==> src/rtl/fetch_queue.sv <==
// rtl/fetch_queue.sv - instruction fetch queue between inst_mem and decode
//
// Owns the fetch PC and buffers up to DEPTH {pc, inst} pairs so fetch keeps
// running while decode is stalled. A redirect flushes everything and restarts
// fetch at the target.
//
// Ports:
//   clk, rst           clock; asynchronous active-low reset
//   imem_addr/data     fetch PC out, combinational instruction back
//   redirect_valid/pc  taken branch/jump from execute (highest priority)
//   deq_ready          decode accepts the head entry
//   deq_valid/pc/inst  head entry (pc=0, inst=NOP_INST when empty)
//   count/full/empty   occupancy
module fetch_queue #(
    parameter int              XLEN     = 32,
    parameter int              DEPTH    = 4,
    parameter logic [XLEN-1:0] RESET_PC = 32'h0000_0000,
    parameter logic [XLEN-1:0] NOP_INST = 32'h0000_0013
) (
    input  logic                       clk,
    input  logic                       rst,
    output logic [XLEN-1:0]            imem_addr,
    input  logic [XLEN-1:0]            imem_data,
    input  logic                       redirect_valid,
    input  logic [XLEN-1:0]            redirect_pc,
    input  logic                       deq_ready,
    output logic                       deq_valid,
    output logic [XLEN-1:0]            deq_pc,
    output logic [XLEN-1:0]            deq_inst,
    output logic [$clog2(DEPTH+1)-1:0] count,
    output logic                       full,
    output logic                       empty
);

    localparam int PW = $clog2(DEPTH);
    localparam int CW = $clog2(DEPTH+1);

    logic [XLEN-1:0] entry_pc_q   [DEPTH];
    logic [XLEN-1:0] entry_inst_q [DEPTH];

    logic [PW-1:0]   head_q, head_d;
    logic [PW-1:0]   tail_q, tail_d;
    logic [CW-1:0]   count_q, count_d;
    logic [XLEN-1:0] fpc_q, fpc_d;

    logic enq;
    logic deq;

    assign imem_addr = fpc_q;
    assign count     = count_q;
    assign empty     = (count_q == '0);
    assign full      = (count_q == CW'(DEPTH));
    assign deq_valid = !empty;

    // Head outputs come from registers only; empty shows a harmless NOP.
    assign deq_pc    = empty ? '0       : entry_pc_q[head_q];
    assign deq_inst  = empty ? NOP_INST : entry_inst_q[head_q];

    assign deq = deq_valid & deq_ready;
    // A full queue may still accept when the head leaves in the same cycle.
    assign enq = !redirect_valid & (!full | deq);

    always_comb begin
        head_d  = head_q;
        tail_d  = tail_q;
        count_d = count_q;
        fpc_d   = fpc_q;
        if (redirect_valid) begin
            // Flush wins over everything, including a same-cycle dequeue.
            head_d  = '0;
            tail_d  = '0;
            count_d = '0;
            fpc_d   = redirect_pc;
        end else begin
            if (enq) begin
                tail_d = tail_q + PW'(1);
                fpc_d  = fpc_q + XLEN'(4);
            end
            if (deq) begin
                head_d = head_q + PW'(1);
            end
            case ({enq, deq})
                2'b10:   count_d = count_q + CW'(1);
                2'b01:   count_d = count_q - CW'(1);
                default: count_d = count_q;
            endcase
        end
    end

    always_ff @(posedge clk or negedge rst) begin
        if (!rst) begin
            head_q  <= '0;
            tail_q  <= '0;
            count_q <= '0;
            fpc_q   <= RESET_PC;
        end else begin
            head_q  <= head_d;
            tail_q  <= tail_d;
            count_q <= count_d;
            fpc_q   <= fpc_d;
        end
    end

    // Entry storage needs no reset: occupancy alone decides what is valid.
    always_ff @(posedge clk) begin
        if (enq) begin
            entry_pc_q[tail_q]   <= fpc_q;
            entry_inst_q[tail_q] <= imem_data;
        end
    end

endmodule

==> config.mk <==
export PLATFORM = sky130hd
export DESIGN_NAME = fetch_queue
export DESIGN_NICKNAME = d
export VERILOG_FILES = /design/src/rtl/fetch_queue.sv
export SDC_FILE = /design/constraint.sdc
export NUM_CORES = 1
export LEC_CHECK = 0
export ABC_AREA = 0
export ABC_CLOCK_PERIOD_IN_PS = 3580
export BUFFER_PORTS_ARGS = -buffer_cell sky130_fd_sc_hd__buf_2
export CAP_MARGIN = 20
export CORE_AREA = 2 2 148 150
export DETAILED_ROUTE_END_ITERATION = 6
export DIE_AREA = 0 0 150 152
export GPL_TIMING_DRIVEN = 0
export PLACE_DENSITY = 0.79
export SETUP_SLACK_MARGIN = 0.1
export SYNTH_ARGS = -nofsm -noshare
export SYNTH_HDL_FRONTEND = slang
export SYNTH_SLANG_ARGS = --single-unit
export TNS_END_PERCENT = 50
==> constraint.sdc <==
create_clock -name clk -period 3.58 [get_ports clk]
set_clock_uncertainty 0.05 [all_clocks]
set_input_delay 0 -clock clk [delete_from_list [all_inputs] [get_ports clk]]
set_output_delay 0 -clock clk [all_outputs]
set_load 0.02 [all_outputs]
# [Yosys cells after proc, flatten, opt, wreduce, memory -nomap -nowiden]
# Memory sizes are Yosys's and may differ from the RTL's.
# Index checks and enable logic that the tools add are counted.
[totals] regBits=39 ram_bits=256 inputBits=68 output_inout_bits=102 elab_cells=36 memories=2
[op_classes] add_sub_neg=5 n_eq_ne=3 n_mux=12 bitwise_logic=3 n_reduce_logical=7
[mem_list] memory="entry_inst_q" words=4 word_bits=32 rd=1 rd_ports_with_merged_regs=0 write_ports=1 line="39" text="logic [XLEN-1:0] entry_inst_q [DEPTH];"
[mem_list] memory="entry_pc_q" words=4 word_bits=32 rd=1 rd_ports_with_merged_regs=0 write_ports=1 line="38" text="logic [XLEN-1:0] entry_pc_q [DEPTH];"
[op_table] op="$mux W32" n=4
[op_table] op="$add A32 B3 Y32 const B" n=1
[op_table] op="$mux W2" n=4
[op_table] op="$pmux W3 S2" n=1
[op_table] op="$add A2 B1 Y2 const B" n=2
[op_table] op="$reduce_bool A2 Y1" n=2
[op_table] op="$add A3 B1 Y3 const B" n=1
[op_table] op="$eq A3 B3 Y1 const B" n=1
[op_table] op="$logic_not A1 Y1" n=3
[op_table] op="$logic_not A3 Y1" n=1
[op_table] op="$mux W3" n=1
[op_table] op="$reduce_bool A3 Y1" n=1
[op_table] op="$sub A3 B1 Y3 const B" n=1
[op_table] op="$and A1 B1 Y1" n=2
[op_table] op="$eq A2 B1 Y1 const B" n=1
[op_table] op="$eq A2 B2 Y1 const B" n=1
[op_table] op="$mux W1" n=2
[op_table] op="$or A1 B1 Y1" n=1

# [Longest topological paths before layout]
[logic_depth] depth_word=8 mapped_depth=8 depth_no_buf=7

# [Worst setup path before layout]
# Ideal clock, no wire load.
[synth_timing] kind="register to register" from="register count_q[0], in the netlist count[0]" to="memory entry_inst_q[0][0] (enable)" setup_ns=0.429 arrival_ns=2.732 t_required_ns=3.101 setup_slack_ns=0.369 stages_incl_launch_ff=5 n_path_buf=2 period_less_slack_ns=3.211 cell_sequence="dfrtp_1 or4b_4 buf_2 buf_2 and3_1"
[synth_between] elab_chain_cells=7 elab_cells_between_ends=9 cone_classes="1 x eq/ne; 2 x mux; 3 x bitwise; 3 x reduce/logical"
[synth_rtl] item="start, declared" line="43" text="logic [CW-1:0] count_q, count_d;"
[synth_rtl] item="start signal, assigned" line="99" text="count_q <= count_d;"
[synth_rtl] item="$logic_not A3 Y1" line="51" text="assign empty = (count_q == '0);"
[synth_rtl] item="$logic_not A1 Y1" line="53" text="assign deq_valid = !empty;"
[synth_rtl] item="$and A1 B1 Y1" line="59" text="assign deq = deq_valid & deq_ready;"
[synth_rtl] item="$or A1 B1 Y1 (*)" line="61" text="assign enq = !redirect_valid & (!full | deq);"
[synth_rtl] item="$and A1 B1 Y1 (*)" line="61"
[synth_rtl] item="$mux W1 (*)" line="106" text="if (enq) begin"
[synth_rtl] item="$mux W1 (implied by the code) (*)" line="108" text="entry_inst_q[tail_q] <= imem_data;"
[synth_rtl] item="end, declared" line="39"
# Mark *: on every way between the ends. The rest lies on a longest branch, timed or not.

# [Final worst setup path]
[layout_timing] from="register head_q[1]" to="output deq_pc[12]"
[layout_between] elab_chain_cells=2
[layout_rtl] item="start, declared" line="41" text="logic [PW-1:0] head_q, head_d;"
[layout_rtl] item="start signal, assigned" line="92" text="head_q <= '0;"
[layout_rtl] item="start signal, assigned" line="97" text="head_q <= head_d;"
[layout_rtl] item="$mem_v2 Z4 W32"
[layout_rtl] item="$mux W32" line="56" text="assign deq_pc = empty ? '0 : entry_pc_q[head_q];"
[layout_rtl] item="end, declared" line="28" text="output logic [XLEN-1:0] deq_pc,"
# Every way passes these cells.

==> reports/metrics.cfg <==
[worst_setup_path]
r2r-end = imem_addr[4]$_DFFE_PN0P_
r2r_cells = 7
crit_fanout = 10
reg2reg_from = count[0]$_DFFE_PN0P_
endpoint = deq_pc[12]
crit_path_end_kind = primary output
start_kind = flop
cp.arrival_ns = 2.74
crit_type = flop to primary output
startpoint = head_q[1]$_DFFE_PN0P_
rrSetupSlack_ns = 0.82
cp.required_ns = 3.53

[logic_synthesis]
synth.distinct_cells = 41
ys_ff_latch = 295
ys_warn_count = 0
yosysSeqAreaShare = 0.726
syn_avg_cell_area_um2 = 18.0
synthCells = 662
synth.net_count = 736
synthesis.area_um2 = 11900

[clocking]
cts-root-buf = clkbuf_16
cts_buffer_depth = 3
path_clk_slew_ns = 0.06
clock_latency_ns = 0.54
cts_tree = yes
cts_made_buffers = 29
cts.htree.levels = 1
clock-sinks = 295
post_cts_buffers = 0

[global_routing]
grt_pass1_vias = 7537
track_usage = 0.237
antenna_found_initial = 1
grt_max_degree = 45
grt_pass1_wl_um = 41400
grt_overflow = 0

[floorplanning]
die_w_um = 150
design.core.area_um2 = 21400
boundaryPins = 170
fp-row-count = 54
die_area_um2 = 22800
die_y_um = 152
start_util = 0.559

[route]
ant_nets = 0
drt_wl_total_um = 26700
drt_pass1_iterations = 5
drc = 0
viasPerCell = 5.84
route.detailed.wl_per_inst_um = 21.5
drt_iter0_markers = 564
vias = 7249

[outcome]
status = finished clean

[sta]
rsz0062_at_grt = false
hold_ws_ns = 0.0439
worst_slack_ns = 0.789
final.min_clock_period_ns = 2.79
slew_viol_final = 0
post-route-period-util = 0.780
fmax_mhz = 358
relSlewSlack = 0.355
setup_viol = 0
hold_violations = 0
worst_pin_slew_ns = 0.967

[placed_design]
post-place-cells = 1114
pre_cts_ws_ns = 0.948
port_buffers = 168
gp_congestion = 0.815
hpwl_um = 15900

[hold_path]
hold_path.class = input port to flop
min-delay-start = redirect_valid

[finish]
fin_util = 0.701
final_cell_mix = edfxtp_1, buf_2, dlygate4sd3_1
synthToLayoutAreaGrowth_pct = 25.5
stdcell_count = 1242
drive_gt1_frac = 0.317
fill_cells = 1371
layout_commonest_cell = edfxtp_1
fin_nets = 1014

[pwr]
leakage_nw = 5.37
total_power_mw = 10.0
ir_drop_v = 0.000536
powerDensity_nw_per_um2 = 671

[run]
drv_cap = 0

[logic make-up (layout without fill, tap and decap cells)]
kind of cell	count (synthesis)	in the layout	synth area share
AND/OR/NAND/NOR	188	188	0.0921
adder cells (fa/ha/maj)	6	6	0.00692
other	0	1	0
multiplexers	67	67	0.124
AO/OA/AOI/OAI	53	53	0.0283
flip-flops	295	295	0.726
XOR/XNOR	10	10	0.00734
buffers and inverters	43	342	0.0152
[layer usage]
| layer | part of all wire | track usage | wire [µm] | vias up |
|---|---|---|---|---|
| met1 | 0.39 | 0.320 | 10500 | 3639 |
| li1 | - | - | - | 3200 |
| met4 | 0.020 | 0.0624 | 528 | 0 |
| met5 | 0 | 0 | 0 | - |
| met3 | 0.079 | 0.0435 | 2110 | 49 |
| met2 | 0.51 | 0.403 | 13600 | 361 |
[stage by stage]
stage | cell area [µm²] | setup TNS, ns
after detailed placement | 13200 | 0
after CTS | 15000 | 0
after floorplan | 11900 | 0
after global routing | 15000 | 0
after global placement | 13100 | -245.95
final | 15000 | 0
[Yosys cell counts (all sizes together)]
cell type  count  area share
edfxtp       256        0.64
and2          67       0.035
mux4          64        0.12
dfrtp         39       0.082
nand2         23      0.0072
clkbuf        22      0.0069
nor2          22      0.0069
a31oi         15      0.0079
buf           15      0.0064
nand3         15      0.0063
o21ai         15      0.0063
nand4         14      0.0084
or4           14      0.0088
o31ai         10      0.0063
xor2           8      0.0059
and3           7      0.0037
inv            6      0.0019
or3            6      0.0031
and4           5      0.0039
ha             5      0.0052
a21oi          4      0.0017
nand2b         4      0.0021
o211ai         4      0.0025
o31a           4      0.0029
or2            3      0.0016
mux2           2      0.0019
nor3           2     0.00084
nor4           2      0.0010
xnor2          2      0.0015
a211o          1     0.00073
fa             1      0.0017
mux2i          1     0.00084
nand3b         1     0.00063
nor2b          1     0.00052
nor4b          1     0.00073
or4b           1      0.0012
[critical path, stage by stage, from the launching register on]
cell and delay [ns]:
dfrtp_1 0.34, clkbuf_1 0.48, buf_1 0.64, mux4_2 0.40
and2_1 0.19, buf_2 0.17
[power breakdown]
part | switching (mW) | internal, mW | total (mW)
Combinational | 1.57 | 1.11 | 2.68
Sequential | 0.181 | 4.07 | 4.25
Clock | 1.23 | 1.87 | 3.10
Total | 2.98 | 7.05 | 10.0
[how the worst min path moves through the flow]
stage | slack, ns | endpoint | cells past startpoint
3_5_place_dp | 0.15 | imem_addr[16]$_DFFE_PN0P_ | 1
2_1_floorplan | -0.35 | count[0]$_DFFE_PN0P_ | 0
3_3_place_gp | 0.14 | imem_addr[16]$_DFFE_PN0P_ | 1
5_1_grt | 0.07 | imem_addr[7]$_DFFE_PN0P_ | 3
6_report | 0.04 | imem_addr[7]$_DFFE_PN0P_ | 3
4_1_cts | 0.006 | imem_addr[7]$_DFFE_PN0P_ | 3
[registers in the layout, summed over array words and instances (netlist names)]
register and count:
entry_pc_q 128, entry_inst_q 128, imem_addr 32, tail_q 2, head_q 2, count 3
[final cells by class]
cell class | instances | area, µm² | area share
plain buffers | 37 | 159 | 0.0106
well taps | 280 | 350 | 0.0234
flip-flops and latches | 295 | 8660 | 0.579
clock buffers | 36 | 762 | 0.0509
multi-input cells | 324 | 3100 | 0.207
clock inverters | 16 | 216 | 0.0145
inverters | 6 | 22.5 | 0.00151
diodes | 1 | 2.50 | 0.000167
repair buffers | 247 | 1690 | 0.113
[repair_timing]
action / in CTS / in global routing
resized for setup: 0 / 0
endpoints found under the hold margin: 206 / 0
hold buffers: 75 / 0
No activity file was read; power rests on OpenSTA's default activity.
